`src/rtl/trap_ctrl_pkg.sv`:
```
// trap_ctrl_pkg
// Shared definitions for the machine-mode trap controller: the sequencing
// FSM state type and the CSR register-file addresses it reads and writes.
// No ports; imported by trap_ctrl.

package trap_ctrl_pkg;

  // Sequencing states of the trap controller
  typedef enum logic [2:0] {
    IDLE,
    SAVE_EPC,
    SAVE_CAUSE,
    VECTOR,
    RET
  } state_t;

  // CSR register-file addresses; address 3 is deliberately unused
  localparam int unsigned MEPC   = 0;
  localparam int unsigned MCAUSE = 1;
  localparam int unsigned MTVEC  = 2;

endpackage

```
`src/rtl/trap_ctrl.sv`:
```
// trap_ctrl
// Machine-mode trap controller. Accepts an exception request or a
// return-from-trap request while idle, saves the faulting PC and cause into
// the CSR register file, then redirects fetch to the trap vector (or, for
// mret, back to the saved PC).
//
// Ports:
//   clk, arstn            clock, asynchronous active-low reset
//   i_trap_req            exception request, held until o_ack
//   i_trap_cause          cause code, valid with i_trap_req
//   i_trap_pc             faulting PC, valid with i_trap_req
//   i_mret_req            return-from-trap request, held until o_ack
//   o_csr_write_en/addr/data  CSR register-file write port
//   o_csr_read_addr       CSR register-file read address
//   i_csr_read_data       CSR read data, combinational from o_csr_read_addr
//   o_ack                 one-cycle accept pulse
//   o_busy                high while a sequence is in progress
//   o_redirect_valid      one-cycle pulse qualifying o_redirect_pc
//   o_redirect_pc         new fetch PC

module trap_ctrl
  import trap_ctrl_pkg::*;
#(
  parameter int DATA_WIDTH = 64,
  parameter int ADDR_WIDTH = 2
) (
  input  logic                  clk,
  input  logic                  arstn,
  input  logic                  i_trap_req,
  input  logic [DATA_WIDTH-1:0] i_trap_cause,
  input  logic [DATA_WIDTH-1:0] i_trap_pc,
  input  logic                  i_mret_req,
  output logic                  o_csr_write_en,
  output logic [ADDR_WIDTH-1:0] o_csr_write_addr,
  output logic [DATA_WIDTH-1:0] o_csr_write_data,
  output logic [ADDR_WIDTH-1:0] o_csr_read_addr,
  input  logic [DATA_WIDTH-1:0] i_csr_read_data,
  output logic                  o_ack,
  output logic                  o_busy,
  output logic                  o_redirect_valid,
  output logic [DATA_WIDTH-1:0] o_redirect_pc
);

  state_t                r_state;
  state_t                w_next_state;
  logic [DATA_WIDTH-1:0] r_pc;
  logic [DATA_WIDTH-1:0] r_cause;
  logic                  w_accept_trap;
  logic                  w_accept_mret;

  // Requests are only looked at in IDLE; a trap has priority over mret
  assign w_accept_trap = (r_state == IDLE) && i_trap_req;
  assign w_accept_mret = (r_state == IDLE) && i_mret_req && !i_trap_req;

  // State register
  always_ff @(posedge clk or negedge arstn) begin
    if (!arstn) begin
      r_state <= IDLE;
    end else begin
      r_state <= w_next_state;
    end
  end

  // Captured PC and cause are only updated when a trap is accepted, so a
  // request raised while busy cannot disturb the sequence in flight
  always_ff @(posedge clk or negedge arstn) begin
    if (!arstn) begin
      r_pc    <= '0;
      r_cause <= '0;
    end else if (w_accept_trap) begin
      r_pc    <= i_trap_pc;
      r_cause <= i_trap_cause;
    end
  end

  // Next-state logic
  always_comb begin
    w_next_state = r_state;
    case (r_state)
      IDLE: begin
        if (w_accept_trap) begin
          w_next_state = SAVE_EPC;
        end else if (w_accept_mret) begin
          w_next_state = RET;
        end
      end
      SAVE_EPC:   w_next_state = SAVE_CAUSE;
      SAVE_CAUSE: w_next_state = VECTOR;
      VECTOR:     w_next_state = IDLE;
      RET:        w_next_state = IDLE;
      default:    w_next_state = IDLE;
    endcase
  end

  // Output logic. Everything defaults to zero with the read port parked on
  // MEPC; the ack is gated by arstn so it stays low while reset is asserted
  // even if a requester is holding its request.
  always_comb begin
    o_csr_write_en   = 1'b0;
    o_csr_write_addr = '0;
    o_csr_write_data = '0;
    o_csr_read_addr  = ADDR_WIDTH'(MEPC);
    o_redirect_valid = 1'b0;
    o_redirect_pc    = '0;
    o_ack            = arstn && (w_accept_trap || w_accept_mret);
    o_busy           = (r_state != IDLE);
    case (r_state)
      SAVE_EPC: begin
        o_csr_write_en   = 1'b1;
        o_csr_write_addr = ADDR_WIDTH'(MEPC);
        o_csr_write_data = r_pc;
      end
      SAVE_CAUSE: begin
        o_csr_write_en   = 1'b1;
        o_csr_write_addr = ADDR_WIDTH'(MCAUSE);
        o_csr_write_data = r_cause;
      end
      VECTOR: begin
        // Direct mode only: the low two mode bits of mtvec are dropped
        o_csr_read_addr  = ADDR_WIDTH'(MTVEC);
        o_redirect_valid = 1'b1;
        o_redirect_pc    = {i_csr_read_data[DATA_WIDTH-1:2], 2'b00};
      end
      RET: begin
        o_redirect_valid = 1'b1;
        o_redirect_pc    = i_csr_read_data;
      end
      default: ;
    endcase
  end

endmodule

```
`config.mk`:
```
export PLATFORM = sky130hd
export DESIGN_NAME = trap_ctrl
export DESIGN_NICKNAME = d
export VERILOG_FILES = /design/src/rtl/trap_ctrl_pkg.sv /design/src/rtl/trap_ctrl.sv
export SDC_FILE = /design/constraint.sdc
export NUM_CORES = 1
export LEC_CHECK = 0
export BUFFER_PORTS_ARGS = -buffer_cell sky130_fd_sc_hd__buf_2
export CAP_MARGIN = 20
export CORE_MARGIN = 1.5
export CORE_UTILIZATION = 36
export DETAILED_ROUTE_END_ITERATION = 10
export PLACE_DENSITY = 0.61
export SLEW_MARGIN = 20
export SYNTH_ARGS = -nofsm -noshare
export SYNTH_HDL_FRONTEND = slang
export SYNTH_SLANG_ARGS = --single-unit
```
`constraint.sdc`:
```
create_clock -name clk -period 1.9 [get_ports clk]
set_input_delay 0.095 -clock clk [delete_from_list [all_inputs] [get_ports clk]]
set_output_delay 0.095 -clock clk [all_outputs]
set_load 0.03 [all_outputs]
```
## Word level (Yosys, flattened, before mapping)

Index checks and enable logic that the tools add are counted.

| word-level totals | value |
|---|---|
| register bits after elaboration | 131 |
| input bits | 196 |
| output and inout port bits | 136 |
| word-level logic and storage cells | 27 |

| operators by class | value |
|---|---|
| equal/unequal tests | 5 |
| multiplexer cells | 9 |
| reduce and logical (&&, ||, !) cells | 10 |

Operators by type and width:

| cell | number |
|---|---|
| $pmux W64 S2 | 2 |
| $pmux W3 S3 | 1 |
| $eq A3 B2 Y1 const B | 2 |
| $mux W3 | 2 |
| $logic_and A1 B1 Y1 | 4 |
| $reduce_or A2 Y1 | 2 |
| $eq A3 B1 Y1 const B | 1 |
| $eq A3 B3 Y1 const B | 1 |
| $logic_not A3 Y1 | 1 |
| $mux W1 | 3 |
| $ne A3 B3 Y1 const B | 1 |
| $reduce_bool A3 Y1 | 1 |
| $mux W2 | 1 |
| $logic_not A1 Y1 | 1 |
| $logic_or A1 B1 Y1 | 1 |

## Depth between registers and ports, before layout

| logic depth | value |
|---|---|
| depth in word-level cells | 6 |
| gate-level depth with buffers | 5 |
| gate-level depth less buffers | 2 |

## Worst setup path before layout

Ideal clock, no wire load.

| timing path | value |
|---|---|
| kind | register -> output |
| start | register r_state[1] |
| end | output o_redirect_pc[8] |
| arrival | 1.907 ns |
| required time | 1.805 ns |
| slack | -0.102 ns |
| cell stages (with the launch flop) | 6 |
| buffers on the path | 3 |
| cells stage by stage | dfrtp_1 -> buf_6 -> or3b_1 -> buf_2 -> buf_4 -> a21boi_0 |

| between the ends | value |
|---|---|
| longest elaborated chain between the ends | 2 |
| elaborated cells on any way between the ends | 3 |
| those cells by class | eq/ne (2); mux (1) |

RTL lines:

| what | line | text |
|---|---|---|
| start: declaration | trap_ctrl.sv:44 | `state_t r_state;` |
| start signal: assignment | trap_ctrl.sv:60 | `r_state <= w_next_state;` |
| $eq A3 B3 Y1 / $eq A3 B2 Y1 (equally long branches) | trap_ctrl.sv:107 | `case (r_state)` |
| $pmux W64 S2 * | trap_ctrl.sv:107 |  |
| end: declaration | trap_ctrl.sv:41 | `output logic [DATA_WIDTH-1:0] o_redirect_pc` |

Every way passes the cells marked *; elsewhere a longest branch is shown, timed or not.

## Worst setup path after layout

| timing path | value |
|---|---|
| start | register r_state[1] |
| end | output o_redirect_pc[18] |

The elaborated chain is that of the path after synthesis.

==> results.yml <==
clocking:
  cts_buffer_depth: 2
  clockRootBuffer: "clkbuf_16"
  h-tree-depth: 4
  cts_sinks: 131
  cts_tree: "done"
  insertion_delay_ps: 410
  cts_buffers: 17
  cts.reportedPaths.clkPinSlew_ps: 60
flow_run:
  cap_violations: 0
timing:
  hold_violations: 0
  tns_ps: -15750
  worst_pin_slew_ps: 789
  finalMaxSlewViolations: 0
  rsz0062_at_grt: "yes"
  slew_headroom_pct: 47.4
  setup-violations-final: 194
  fin_crit_sh_pct: 112
  clock_skew_ps: 7.24
  fin_crit_ps: 2140
  finalWorstSetupSlack_ps: -236
  clock.fmax_mhz: 468
global_route:
  antenna_found_initial: 10
  grt_max_degree: 132
  grt_pass1_wl_mm: 39.4
  grt_overflow: 0
  grt_pass1_vias: 6957
  groute.usage.overall_pct: 23.6
pwr:
  p_switching_mw: 10.1
  p_total_mw: 24.8
  ir_worst_vdd_uv: 1180
  switching_share_pct: 40.8
  seqPwrFrac_pct: 21.0
  clkPwrFrac_pct: 13.5
  cellPowerDensity_nw_per_um2: 1810
  p_int_mw: 14.7
  pwr-share-comb_pct: 65.5
  p_leak_nw: 6.23
critical_path:
  cp-start-kind: "flip-flop"
  r2r_setup_slack_ps: -80
  crit_path_top_delay_cell: "dfrtp_4"
  worstPathRequired_ps: 1800
  crit_chain: "or3b_4 -> buf_8 -> a21boi_1 -> buf_4"
  crit_path_max_incr_delay_ps: 530
  path_class: "flip-flop to primary output"
  rr_startpoint: "r_state[0]"
  reg2reg_to: "r_cause[27]"
  end_kind: "primary output"
  crit_path_max_fanout: 12
  cp.arrival_ps: 2040
  rr_worst_depth: 7
floorplanning:
  initial_core_util_pct: 36.8
  coreArea_um2: 20300
  ioPinCount: 332
  rows: 52
  die_w_um: 147
  dieArea_um2: 21600
  die_h_um: 147
placed_design:
  dp_hpwl_mm: 16.8
  place_area_um2: 9310
  globalplace.congestion: 0.871
  io_buffer_count: 329
  pre_cts_ws_ps: -106
final_layout:
  fill_cells: 1412
  multi_input_area_um2: 4160
  layout_common_cells: "194 x buf_2, 131 x dlygate4sd3_1, 129 x nand3b_1"
  layout-drive-gt1-share_pct: 60.7
  area_growth_pct: 83.7
  nets: 1303
  mostFrequentLayoutCell: "buf_2"
  regArea_um2: 3290
  fin_util_pct: 67.6
  stdcell_area_um2: 13700
route:
  ant_nets: 0
  drt-total-wl_mm: 33.2
  route.detailed.drc: 0
  via_per_inst: 5.28
  vias: 7382
  drtIter0Drc: 304
  wl_per_cell_um: 23.8
  dr.pass1.iters: 5
synthesis:
  ys_warn_count: 0
  synth_area_um2: 7470
  yosysSeqAreaShare_pct: 43.9
  syn_avg_cell_area_um2: 12.4
  synth.distinct_cells: 25
  syn_inst: 600
  synth_edf_count: 0
  ys_async_sr_fraction_pct: 100
  synth_seq_cells: 131
  synthFlopType: "dfrtp_1"
run_status:
  status: "finished, violations left"
  violations: "setup timing"
hold_path:
  holdCritPathClass: "primary input to asynchronous set/reset pin"
[flip-flops by register name, indices dropped and copies added, names as in the netlist]
name,cells
r_cause,64
r_pc,64
r_state,3
[what timing repair did]
item,CTS,global route
gates resized for setup,215,246
pin swaps,13,71
buffers inserted,2,15
cloned,2,46
hold endpoints to repair,261,0
hold buffers,131,0
endpoints found under the setup margin,89,217
[power by group through the flow]
stage	Clock, mW	Sequential, mW	Combinational, mW
3_3_place_gp	0	5.05	10.4
3_5_place_dp	0	5.09	10.5
5_1_grt	3.53	5.34	16.8
6_report	3.34	5.21	16.2
4_1_cts	3.41	5.07	12.1
2_1_floorplan	0	4.80	8.24
[cell usage after synthesis, types with 2 or more instances]
cell type    n  area [µm²]
a21boi_0    52         390
buf_4        5        37.5
nor2_1       6        22.5
mux2_2      28         315
nor3b_1      2        15.0
a21oi_1     64         320
clkbuf_2     4        20.0
mux2_4     100        1500
a21boi_1    10        75.1
dfrtp_1    131        3280
buf_12      13         260
buf_6        2        22.5
inv_1        3        11.3
buf_2        3        15.0
nand3b_1   129         968
clkbuf_1    33         124
buf_1        7        26.3
[through the flow]
step	hold WS, ps	std cells
after global placement	280	1162
after CTS	413	1329
after floorplan	-201	601
after detailed placement	273	1162
after global routing	428	1397
final	332	1399
[critical path, delay by kind of cell (launching register included)]
family          cells  cell delay, ps
compound gates      1             190
buf+inv             2             390
flops               1             530
simple gates        1             510
[final cells by class]
type                            instances  area share [%]
Clock inverter                         14            1.09
Timing Repair Buffer                  552            38.7
Multi-Input combinational cell        402            30.3
Antenna cell                            9           0.164
Clock buffer                           18            3.20
Tap cell                              270            2.46
Sequential cell                       131            24.0
Inverter                                3           0.100
[cells by family after synthesis]
family          synth area share, %
other cells                  0.0502
compound gates                 10.6
xor+xnor                      0.117
simple gates                   14.1
flops                          43.9
mux                            24.3
buf+inv                        6.92
[layer usage]
layer  up-vias  track usage [%]  share of wire (%)
met4         0             12.0                5.2
met1      3699             27.0                 39
met2       374             41.1                 49
met5         -                0                  0
met3       105             5.68                6.6
li1       3204                -                  -
[worst max path at each step]
stage	from	to	slack, ps
final	r_state[1]	o_redirect_pc[18]	-240
after global routing	r_state[0]	o_redirect_pc[23]	-300
after CTS	r_state[0]	o_redirect_pc[51]	-170
after detailed placement	r_state[1]	o_redirect_pc[16]	-110
after global placement	r_state[1]	o_redirect_pc[16]	-80
after floorplan	r_state[1]	o_redirect_pc[8]	-100
No activity file was read; power rests on OpenSTA's default activity.
